### src/rtl/uart_pkg.sv
// Shared constants for the UART command parser: ASCII codes, parser states
// and the byte classifier used by the FSM.
package uart_pkg;

  localparam int LED_W_DEF = 6;

  localparam logic [7:0] ASCII_CR   = 8'h0D;
  localparam logic [7:0] ASCII_LF   = 8'h0A;
  localparam logic [7:0] ASCII_ZERO = 8'h30;
  localparam logic [7:0] ASCII_NINE = 8'h39;

  localparam logic [1:0] ST_IDLE   = 2'd0;
  localparam logic [1:0] ST_DIGITS = 2'd1;
  localparam logic [1:0] ST_ERROR  = 2'd2;

  typedef enum logic [1:0] {
    BC_DIGIT,
    BC_TERM,
    BC_ILLEGAL
  } byte_class_e;

  function automatic byte_class_e classify(input logic [7:0] b);
    if (b >= ASCII_ZERO && b <= ASCII_NINE) return BC_DIGIT;
    if (b == ASCII_CR || b == ASCII_LF)     return BC_TERM;
    return BC_ILLEGAL;
  endfunction

endpackage

### src/rtl/uart_cmd_parser_echo_buf.sv
// One-entry echo buffer feeding the UART transmitter through a start/busy
// handshake; flags (sticky) any byte that had to be dropped.
module uart_echo_buf (
  input  logic       clk,
  input  logic       rst,
  input  logic [7:0] in_data,
  input  logic       in_valid,
  input  logic       tx_busy,
  output logic [7:0] tx_data,
  output logic       tx_start,
  output logic       echo_ovf
);

  logic       full_q, full_d;
  logic [7:0] data_q, data_d;
  logic       sent_q, sent_d;
  logic       ovf_q, ovf_d;
  logic       drain;

  // sent_q blocks a second start in the cycle before tx_busy can rise
  assign drain = full_q && !tx_busy && !sent_q;

  always_comb begin
    full_d = full_q;
    data_d = data_q;
    ovf_d  = ovf_q;
    sent_d = drain;
    if (drain) full_d = 1'b0;
    if (in_valid) begin
      if (!full_q || drain) begin
        full_d = 1'b1;
        data_d = in_data;
      end else begin
        ovf_d = 1'b1;
      end
    end
  end

  always_ff @(posedge clk or posedge rst) begin
    if (rst) begin
      full_q <= 1'b0;
      data_q <= 8'h00;
      sent_q <= 1'b0;
      ovf_q  <= 1'b0;
    end else begin
      full_q <= full_d;
      data_q <= data_d;
      sent_q <= sent_d;
      ovf_q  <= ovf_d;
    end
  end

  assign tx_start = drain;
  assign tx_data  = data_q;
  assign echo_ovf = ovf_q;

endmodule

### src/rtl/uart_cmd_parser.sv
// Parses CR/LF-terminated ASCII decimal commands from the UART receiver and
// latches accepted values onto the LED bus; every byte is echoed back.
module uart_cmd_parser
  import uart_pkg::*;
#(
  parameter int LED_W      = LED_W_DEF,
  parameter int MAX_DIGITS = 3,
  parameter int ACC_W      = 10
) (
  input  logic             clk,
  input  logic             rst,
  input  logic [7:0]       rx_data,
  input  logic             rx_data_valid,
  input  logic             tx_busy,
  output logic [7:0]       tx_data,
  output logic             tx_start,
  output logic [LED_W-1:0] led,
  output logic             cmd_valid,
  output logic             cmd_error,
  output logic             echo_ovf
);

  localparam int CNT_W = $clog2(MAX_DIGITS + 1);
  localparam logic [ACC_W-1:0] LED_MAX = ACC_W'((2 ** LED_W) - 1);
  localparam logic [CNT_W-1:0] CNT_MAX = CNT_W'(MAX_DIGITS);

  logic [1:0]       state_q, state_d;
  logic [ACC_W-1:0] acc_q, acc_d;
  logic [CNT_W-1:0] cnt_q, cnt_d;
  logic [LED_W-1:0] led_q, led_d;
  logic             cmd_valid_q, cmd_valid_d;
  logic             cmd_error_q, cmd_error_d;

  byte_class_e      bc;
  logic [ACC_W-1:0] digit_v;
  logic [ACC_W-1:0] acc_x10;

  assign bc      = classify(rx_data);
  assign digit_v = ACC_W'(rx_data[3:0]);
  assign acc_x10 = (acc_q << 3) + (acc_q << 1);

  always_comb begin
    state_d     = state_q;
    acc_d       = acc_q;
    cnt_d       = cnt_q;
    led_d       = led_q;
    cmd_valid_d = 1'b0;
    cmd_error_d = 1'b0;
    if (rx_data_valid) begin
      case (state_q)
        ST_IDLE: begin
          case (bc)
            BC_DIGIT: begin
              acc_d   = digit_v;
              cnt_d   = CNT_W'(1);
              state_d = ST_DIGITS;
            end
            BC_ILLEGAL: state_d = ST_ERROR;
            default: ;  // bare terminators are empty lines
          endcase
        end
        ST_DIGITS: begin
          case (bc)
            BC_DIGIT: begin
              if (cnt_q == CNT_MAX) begin
                state_d = ST_ERROR;
                acc_d   = '0;
                cnt_d   = '0;
              end else begin
                acc_d = acc_x10 + digit_v;
                cnt_d = cnt_q + CNT_W'(1);
              end
            end
            BC_TERM: begin
              if (acc_q <= LED_MAX) begin
                led_d       = acc_q[LED_W-1:0];
                cmd_valid_d = 1'b1;
              end else begin
                cmd_error_d = 1'b1;
              end
              state_d = ST_IDLE;
              acc_d   = '0;
              cnt_d   = '0;
            end
            default: begin
              state_d = ST_ERROR;
              acc_d   = '0;
              cnt_d   = '0;
            end
          endcase
        end
        ST_ERROR: begin
          if (bc == BC_TERM) begin
            cmd_error_d = 1'b1;
            state_d     = ST_IDLE;
          end
        end
        default: state_d = ST_IDLE;
      endcase
    end
  end

  always_ff @(posedge clk or posedge rst) begin
    if (rst) begin
      state_q     <= ST_IDLE;
      acc_q       <= '0;
      cnt_q       <= '0;
      led_q       <= '0;
      cmd_valid_q <= 1'b0;
      cmd_error_q <= 1'b0;
    end else begin
      state_q     <= state_d;
      acc_q       <= acc_d;
      cnt_q       <= cnt_d;
      led_q       <= led_d;
      cmd_valid_q <= cmd_valid_d;
      cmd_error_q <= cmd_error_d;
    end
  end

  assign led       = led_q;
  assign cmd_valid = cmd_valid_q;
  assign cmd_error = cmd_error_q;

  uart_echo_buf u_echo (
    .clk      (clk),
    .rst      (rst),
    .in_data  (rx_data),
    .in_valid (rx_data_valid),
    .tx_busy  (tx_busy),
    .tx_data  (tx_data),
    .tx_start (tx_start),
    .echo_ovf (echo_ovf)
  );

endmodule

### config.mk
export PLATFORM = sky130hd
export DESIGN_NAME = uart_cmd_parser
export DESIGN_NICKNAME = d
export VERILOG_FILES = /design/src/rtl/uart_pkg.sv /design/src/rtl/uart_cmd_parser_echo_buf.sv /design/src/rtl/uart_cmd_parser.sv
export SDC_FILE = /design/constraint.sdc
export NUM_CORES = 1
export LEC_CHECK = 0
export CAP_MARGIN = 20
export CORE_MARGIN = 1.5
export CORE_UTILIZATION = 48
export DETAILED_ROUTE_END_ITERATION = 6
export GPL_TIMING_DRIVEN = 1
export PLACE_DENSITY = 0.75
export SLEW_MARGIN = 20
export SYNTH_ARGS = -nofsm -noshare
export SYNTH_HDL_FRONTEND = slang
export SYNTH_SLANG_ARGS = --single-unit
### constraint.sdc
create_clock -name clk -period 2.4 [get_ports clk]
set_input_delay 0.48 -clock clk [delete_from_list [all_inputs] [get_ports clk]]
set_output_delay 0.48 -clock clk [all_outputs]
set_load 0.05 [all_outputs]
Word-level counts from Yosys, hierarchy flattened
Cells that the tools add are included.
Word-level totals
  output and inout bits: 18
  flip-flop bits (word level): 33
Operators by class
  equal/unequal tests: 11
  bitwise logic cells: 1
  mux-type cells: 32
  reductions and logical operators: 16
  add/sub/neg operators: 3
  magnitude comparators: 3
Operator list (count)
  two-way mux 10 bit: 3
  case mux 10 bit (2 select lines): 1
  two-way mux 2 bit: 9
  == test 8 x 4 -> 1 bit (second input constant): 2
  two-way mux 1 bit: 14
  case mux 2 bit (2 select lines): 3
  adder 10 bit: 1
  adder 10 x 4 -> 10 bit: 1
  less-or-equal comparator 10 x 6 -> 1 bit (second input constant): 1
  >= comparator 8 x 6 -> 1 bit (second input constant): 1
  less-or-equal comparator 8 x 6 -> 1 bit (second input constant): 1
  AND reduction 4 bit: 2
  == test 2 bit (second input constant): 3
  case mux 2 bit (3 select lines): 1
  == test 2 x 1 -> 1 bit (second input constant): 2
  logical NOT 2 bit: 2
  != test 2 bit (second input constant): 2
  AND reduction 2 bit: 2
  logical AND 1 bit: 3
  logical NOT 1 bit: 3
  != test 3 x 2 -> 1 bit (second input constant): 1
  != test 3 bit (second input constant): 1
  AND reduction 3 bit: 1
  adder 2 x 1 -> 2 bit (second input constant): 1
  other kinds (4): 5

Longest topological paths before layout
Gate-level depths: netlist of the first run.
  depth in word-level cells: 10
  gate-level depth with buffers: 8
  depth with buffers taken out: 8

Cells and area by module
From an unflattened synthesis of the first run, not the netlist that was laid out.
Unflattened totals
  cell total of the unflattened synthesis: 197
  area total of the unflattened synthesis: 2097.0 um^2
Modules (own cells, without submodules)
  uart_cmd_parser: cells each 143, area an instance 1545.2 um^2, seq. area each 550.5 um^2, times used 1
  uart_echo_buf: cells each 54, area an instance 551.8 um^2, seq. area each 275.3 um^2, times used 1

Least setup slack after synthesis of the first run
No wires, ideal clock.
  path kind: input to register
  from: input port rx_data[3]
  to: register acc_q[8]
  path buffers: 0
  arrival time: 2437 ps
  library setup time: 87 ps
  setup slack: -123 ps
  required time: 2313 ps
  stages on the path: 8
  cell sequence: inv_1 -> fa_1 -> inv_1 -> fa_1 -> a211oi_1 -> o21bai_1 -> a2111o_1 -> o211ai_1
Between the ends
  cells in the longest elaborated chain, start to end: 9
  elaborated cells on any way between the ends: 19
  classes of those cells: add/sub: 1; order compare: 2; eq/ne: 3; mux: 9; reduce/logical: 4
Ends and longest elaborated chain
  from (decl): RTL line uart_cmd_parser.sv:12  | input logic [7:0] rx_data,
  parallel branches: the longest is 9 deep, another holds >= comparator 8 x 6 -> 1 bit
  to (signal assigned): RTL line uart_cmd_parser.sv:106  | acc_q <= '0;
  to (signal assigned): RTL line uart_cmd_parser.sv:113  | acc_q <= acc_d;
  to (decl): RTL line uart_cmd_parser.sv:28  | logic [ACC_W-1:0] acc_q, acc_d;
Parallel ways; which one is timed is not known. The select of a mux whose other input is x is not followed.
A chain may end at the register's enable or synchronous reset.

Worst setup path in the final report of the first run
  from: input port rx_data[3]
  to: register acc_q[6]
The elaborated chain is that of the path after synthesis.

==> reports/metrics.cfg, run 1 <==
[cts]
cts_root_buf = clkbuf_8
post_cts_buffers = 0
cts_tree = yes
h-tree-depth = 2
cts_max_path_buffers = 2
cts_sinks = 33
holdBufCountCts = 0
cts_made_buffers = 5
clock_latency_ns = 0.29
clk_pin_slew_ns = 0.07

[setup_path]
endpoint_kind = register
crit_type = in2reg
cp_top_family = adder cells
crit_fanout = 2
path_buf_inv = 4
critPathSlowestCell = fa_1
cpPeakStageDelay_ns = 0.55
cpMostUsedCell = inv_2
path_cells = dlygate4sd2_1 > inv_2 > fa_1 > inv_2 > fa_2 > buf_4 > a21o_1 > a21oi_2 > xnor2_1 > a22o_1
startpoint_type = input port
worstPathRequired_ns = 2.58
cp.arrival_ns = 2.52

[global_route]
grtUsageTotal_pct = 23.8
grt_pass1_wl_mm = 7.83
grt_overflow_total = 0
grt_pass1_vias = 1663
grt_max_degree = 34
antenna_found_initial = 0

[drt]
drt_iter0_drc = 83
vias = 1572
vias_per_cell = 5.57
wl_per_cell_um = 16.3
drt_pass1_iterations = 4
totalWireLength_mm = 4.61
drtAntennaViolNets = 0
drcViolationCount = 0

[die]
num_io_pins = 30
die_area_um2 = 4460
core_um2 = 3940
initial_core_util_pct = 49.6
rows = 23
die_y_um = 66.8
die_w_um = 66.8

[sta]
final-hold-violation-count = 0
min_period_over_period_pct = 97.3
fin_crit_ns = 2.34
timing.slew.headroom_pct = 64.7
fin_skew_ns = 0.00546
tightest_slew_ns = 0.528
slew_viol_final = 0
rsz0062_at_grt = no
max_freq_mhz = 428
final-setup-viol-count = 0

[yosys]
synth_top_family_by_area = compound AO/OA/AOI/OAI gates
netlist_instances = 175
yosysSeqAreaShare_pct = 42.3
synth_fa_ha_area_share_pct = 13.6
yosys.area_share.simple_pct = 12.2
synth_mux_area_share_pct = 7.30
synth_cell_types = 45
synthXorXnorAreaFrac_pct = 2.69
yosysWarningCount = 0
synth.avg_cell_area_um2 = 11.2
syn_nets = 207
synth_edf_count = 0
synth-async-reset-ratio_pct = 100
netlist_area_um2 = 1950
ys_seq_elements = 33
synth_compound_area_share_pct = 18.4
synth_ff_type = dfrtp_1

[placement]
placed_cell_area_um2 = 2490
dp_hpwl_mm = 3.52
port_buffers = 29
dp.cells = 274
gp_congestion = 0.867

[hold_path]
hold_class = reg2reg

[cells_and_area]
antenna_cells = 0
postLayoutCellArea_um2 = 2670
nets = 263
area_growth_pct = 36.7
drive_gt1_share_pct = 26.3
fin_cells = 282

[flow_run]
maxCapViolations = 0

[power_and_ir_drop]
power_density_nw_per_um2 = 794
p_leak_nw = 1.25
ir_drop_mv = 0.467

[outcome]
status = completed

==> cell usage in the layout, fill, tap and decap left out, types with 2 or more instances in the layout <==
cell type        netlist  routed
o211ai_1               2       2
a21o_1                 3       3
nor4_1                 2       2
a22o_1                 4       4
o21a_1                 2       2
mux2_2                10      10
a21oi_1                5       4
a31oi_1                2       2
ha_4                   0       2
a221o_1                3       3
a2111o_1               2       2
buf_4                  0      24
clkbuf_8               0       5
o31ai_1                2       2
mux2_4                 2       2
and4_2                 2       2
o21bai_1               2       2
o21ai_0               15      15
nand2_1                9       9
clkdlybuf4s50_1        0      26
bufinv_16              0       2
nor2b_1                3       3
inv_2                  0       2
nor2_1                 6       6
dfrtp_1               33      33
nand4_1                3       3
xnor2_1                5       5
inv_1                 13      11
ha_1                  18      15
nand2b_1               2       2
==> metrics by stage <==
| stage | setup TNS [ns] | utilization, % | power (mW) | hold WS [ns] | setup WS [ns] |
|---|---|---|---|---|---|
| after global placement | -2.85 | 63.2 | 1.40 | 0.456 | -0.470 |
| after floorplan | 0 | - | 1.17 | 0.472 | 0.0174 |
| after detailed placement | -3.52 | 63.2 | 1.45 | 0.475 | -0.550 |
| final | 0 | 67.8 | 2.12 | 0.477 | 0.0644 |
| after global routing | 0 | 67.8 | 2.23 | 0.495 | 0.0101 |
| after CTS | 0 | 67.6 | 2.12 | 0.485 | 0.00880 |
==> registers in the layout, indices dropped and copies added, names as in the netlist <==
signal and count:
acc_q 10, u_echo.tx_data 8, led 6, cnt_q 2, state_q 2, cmd_error 1, cmd_valid 1, u_echo.echo_ovf 1
u_echo.full_q 1, u_echo.sent_q 1
==> report_power, final <==
part,internal (mW),switching [mW]
logic,0.361,0.447
clock network,0.412,0.210
registers,0.630,0.0621
==> layout make-up <==
| type | instances | area [um^2] |
|---|---|---|
| Clock buffer | 5 | 68.8 |
| Clock inverter | 3 | 65.1 |
| Fill cell | 283 | 1270 |
| Inverter | 14 | 52.6 |
| Multi-Input combinational cell | 124 | 1110 |
| Sequential cell | 33 | 826 |
| Tap cell | 50 | 62.6 |
| Timing Repair Buffer | 53 | 482 |
==> kinds of logic (layout without fill, tap and decap cells) <==
| logic type | Yosys count | count (layout) |
|---|---|---|
| AOI/OAI and AO/OA | 50 | 50 |
| and+or+nand+nor | 36 | 36 |
| DFF | 33 | 33 |
| adders and majority gates | 20 | 20 |
| buffers and inverters | 18 | 75 |
| muxes | 12 | 12 |
| xor gates and xnor gates | 6 | 6 |
==> what timing repair did <==
item,in CTS,in global routing
pin swaps,2,4
endpoints found under the hold margin,0,0
resized for setup,7,3
setup endpoints to repair,5,3
==> layer usage <==
layer	global-route usage, %	wire length, um
met1	30.4	2000
met2	39.3	2390
met3	4.90	146
met4	9.69	76
met5	0	0
==> path summary, 6_finish.rpt <==
kind                               start       endpoint  slack [ns]  cells past startpoint
setup / recovery              rx_data[3]       acc_q[6]        0.06                     10
hold / removal             u_echo.sent_q  u_echo.sent_q        0.48                      1
setup reg to reg                acc_q[0]       acc_q[6]        0.09                      9
hold reg to reg            u_echo.sent_q  u_echo.sent_q        0.48                      1
max in group asynchronous            rst       acc_q[2]        1.51                      3
min in group asynchronous            rst      cmd_valid        0.59                      3
==> synthesized netlist by cell type (3+ instances only) <==
master   number  area share (%)
a22o_1        4             1.8
dfrtp_1      33              42
a21oi_1       5             1.3
nand2_1       9             1.7
nor2_1        6             1.2
a21o_1        3             1.2
xnor2_1       5             2.2
nand4_1       3            0.96
o21ai_0      15             3.8
inv_1        13             2.5
a221o_1       3             1.5
ha_1         18              12
nor2b_1       3            0.96
mux2_2       10             5.8
Note: power is estimated with default switching activity, not from simulation.
==> run 2: changes to the inputs <==
--- a/config.mk
+++ b/config.mk
@@ -10,6 +10,7 @@
 export CORE_UTILIZATION = 48
 export DETAILED_ROUTE_END_ITERATION = 6
 export GPL_TIMING_DRIVEN = 1
+export MAX_ROUTING_LAYER = met4
 export PLACE_DENSITY = 0.75
 export SLEW_MARGIN = 20
 export SYNTH_ARGS = -nofsm -noshare
==> run 2 against run 1 <==
Net effect:
- hold slack worse by 0.0031 ns
- sequential cell count did not move
- cell count increased by 0.35%
- combinational power fell by 2%
- global-route usage is 0.17 points lower
- final area shrank 0.80%
==> reports/metrics.cfg, run 2 (same netlist as run 1, synthesis figures left out) <==
[outcome]
status = completed

[sta]
final-setup-viol-count = 0
tightest_slew_ns = 0.525
fin_skew_ns = 0.0103
min_period_over_period_pct = 96.8
rsz0062_at_grt = no
fin_crit_ns = 2.32
timing.slew.headroom_pct = 64.9
final-hold-violation-count = 0
slew_viol_final = 0
whs_ns = 0.473
max_freq_mhz = 430

[die]
die_y_um = 66.8
num_io_pins = 30
core_um2 = 3940
rows = 23
die_w_um = 66.8
die_area_um2 = 4460
initial_core_util_pct = 49.6

[global_route]
grt_pass1_vias = 1675
grt_max_degree = 34
antenna_found_initial = 0
grt_pass1_wl_mm = 7.56
grtUsageTotal_pct = 23.6
grt_overflow_total = 0

[cells_and_area]
antenna_cells = 0
area_growth_pct = 35.6
final_cell_mix = dfrtp_1, clkdlybuf4s50_1, buf_4
nFillCells = 277
regMostFlops = acc_q
nets = 264
utilization_pct = 67.2
fin_cells = 283
drive_gt1_share_pct = 25.8
mostFrequentLayoutCell = dfrtp_1
largest_reg_flops = 10

[setup_path]
critPathSlowestCell = clkdlybuf4s50_1
path_buf_inv = 2
crit_type = in2reg
endpoint_kind = register
worstPathRequired_ns = 2.57
cp_top_family = adder cells
startpoint_type = input port
path_cells = clkdlybuf4s50_1 > ha_1 > ha_4 > fa_2 > buf_4 > a21o_1 > a21oi_2 > xnor2_1 > a22o_1
cp.arrival_ns = 2.49
crit_fanout = 2
cpPeakStageDelay_ns = 0.44

[placement]
gp_congestion = 0.888
dp.cells = 273
dp_hpwl_mm = 3.48
port_buffers = 29

[cts]
cts_max_path_buffers = 2
clock_latency_ns = 0.29
clk_pin_slew_ns = 0.07
holdBufCountCts = 0
cts_tree = yes
cts_made_buffers = 5
cts_sinks = 33
cts_root_buf = clkbuf_8
h-tree-depth = 2

[drt]
vias = 1614
drt_iter0_drc = 74
drcViolationCount = 0
drtAntennaViolNets = 0
drt_pass1_iterations = 4
wl_per_cell_um = 16.3
totalWireLength_mm = 4.61
vias_per_cell = 5.70

[power_and_ir_drop]
power_density_nw_per_um2 = 763
ir_drop_mv = 0.501
p_leak_nw = 1.25
power.total_mw = 2.02

[flow_run]
maxCapViolations = 0

[hold_path]
hold_class = reg2reg

[run 2: power by group]
group	internal (mW)	switching [mW]
registers	0.630	0.0570
clock network	0.339	0.207
logic	0.356	0.433
total	1.32	0.697
[run 2: what timing repair did]
item,in CTS,in global routing
setup buffers,2,0
endpoints found under the setup margin,5,2
gates resized for setup,5,4
hold endpoints to repair,0,0
pin swaps,2,6
[run 2: path summary, 6_finish.rpt]
check / from / end / slack (ns) / depth (start not counted)
max: rx_data[1] / acc_q[6] / 0.08 / 9
min in group asynchronous: rst / cmd_valid / 0.58 / 3
min: u_echo.sent_q / u_echo.sent_q / 0.47 / 1
max reg2reg: acc_q[0] / acc_q[6] / 0.18 / 9
max in group asynchronous: rst / u_echo.tx_data[7] / 1.52 / 3
min reg2reg: u_echo.sent_q / u_echo.sent_q / 0.47 / 1
[run 2: area by class of cell]
| cell class | instances | area [um^2] | area share (%) |
|---|---|---|---|
| inverter | 14 | 52.6 | 1.98 |
| clock buffer | 7 | 86.3 | 3.26 |
| multi-input combinational | 124 | 1100 | 41.5 |
| clock inverter | 1 | 30.0 | 1.13 |
| tap | 50 | 62.6 | 2.36 |
| sequential | 33 | 826 | 31.2 |
| timing repair buffer | 54 | 492 | 18.6 |
[run 2: per-layer routing]
layer | global-route usage, % | routed length, um | up-vias
met3 | 5.74 | 187 | 11
met5 | - | 0 | -
met1 | 28.6 | 1980 | 806
met4 | 10.2 | 80 | 0
met2 | 37.8 | 2360 | 35
li1 | - | - | 762
[run 2: worst register-to-register path: stages, from the launching register on]
cell	delay (ns)
dfrtp_1	0.35
inv_1	0.06
fa_1	0.51
inv_1	0.07
fa_2	0.36
buf_4	0.15
a21o_1	0.19
a21oi_2	0.14
xnor2_1	0.07
a22o_1	0.20
[run 2: per-stage QoR]
stage | setup WS (ns) | area, um^2 | setup TNS, ns
finish | 0.0765 | 2650 | 0
detailed placement | -0.556 | 2490 | -3.40
global route | 0.00608 | 2650 | 0
global placement | -0.473 | 2490 | -2.88
floorplan | 0.0174 | 1970 | 0
CTS | 0.00608 | 2620 | 0
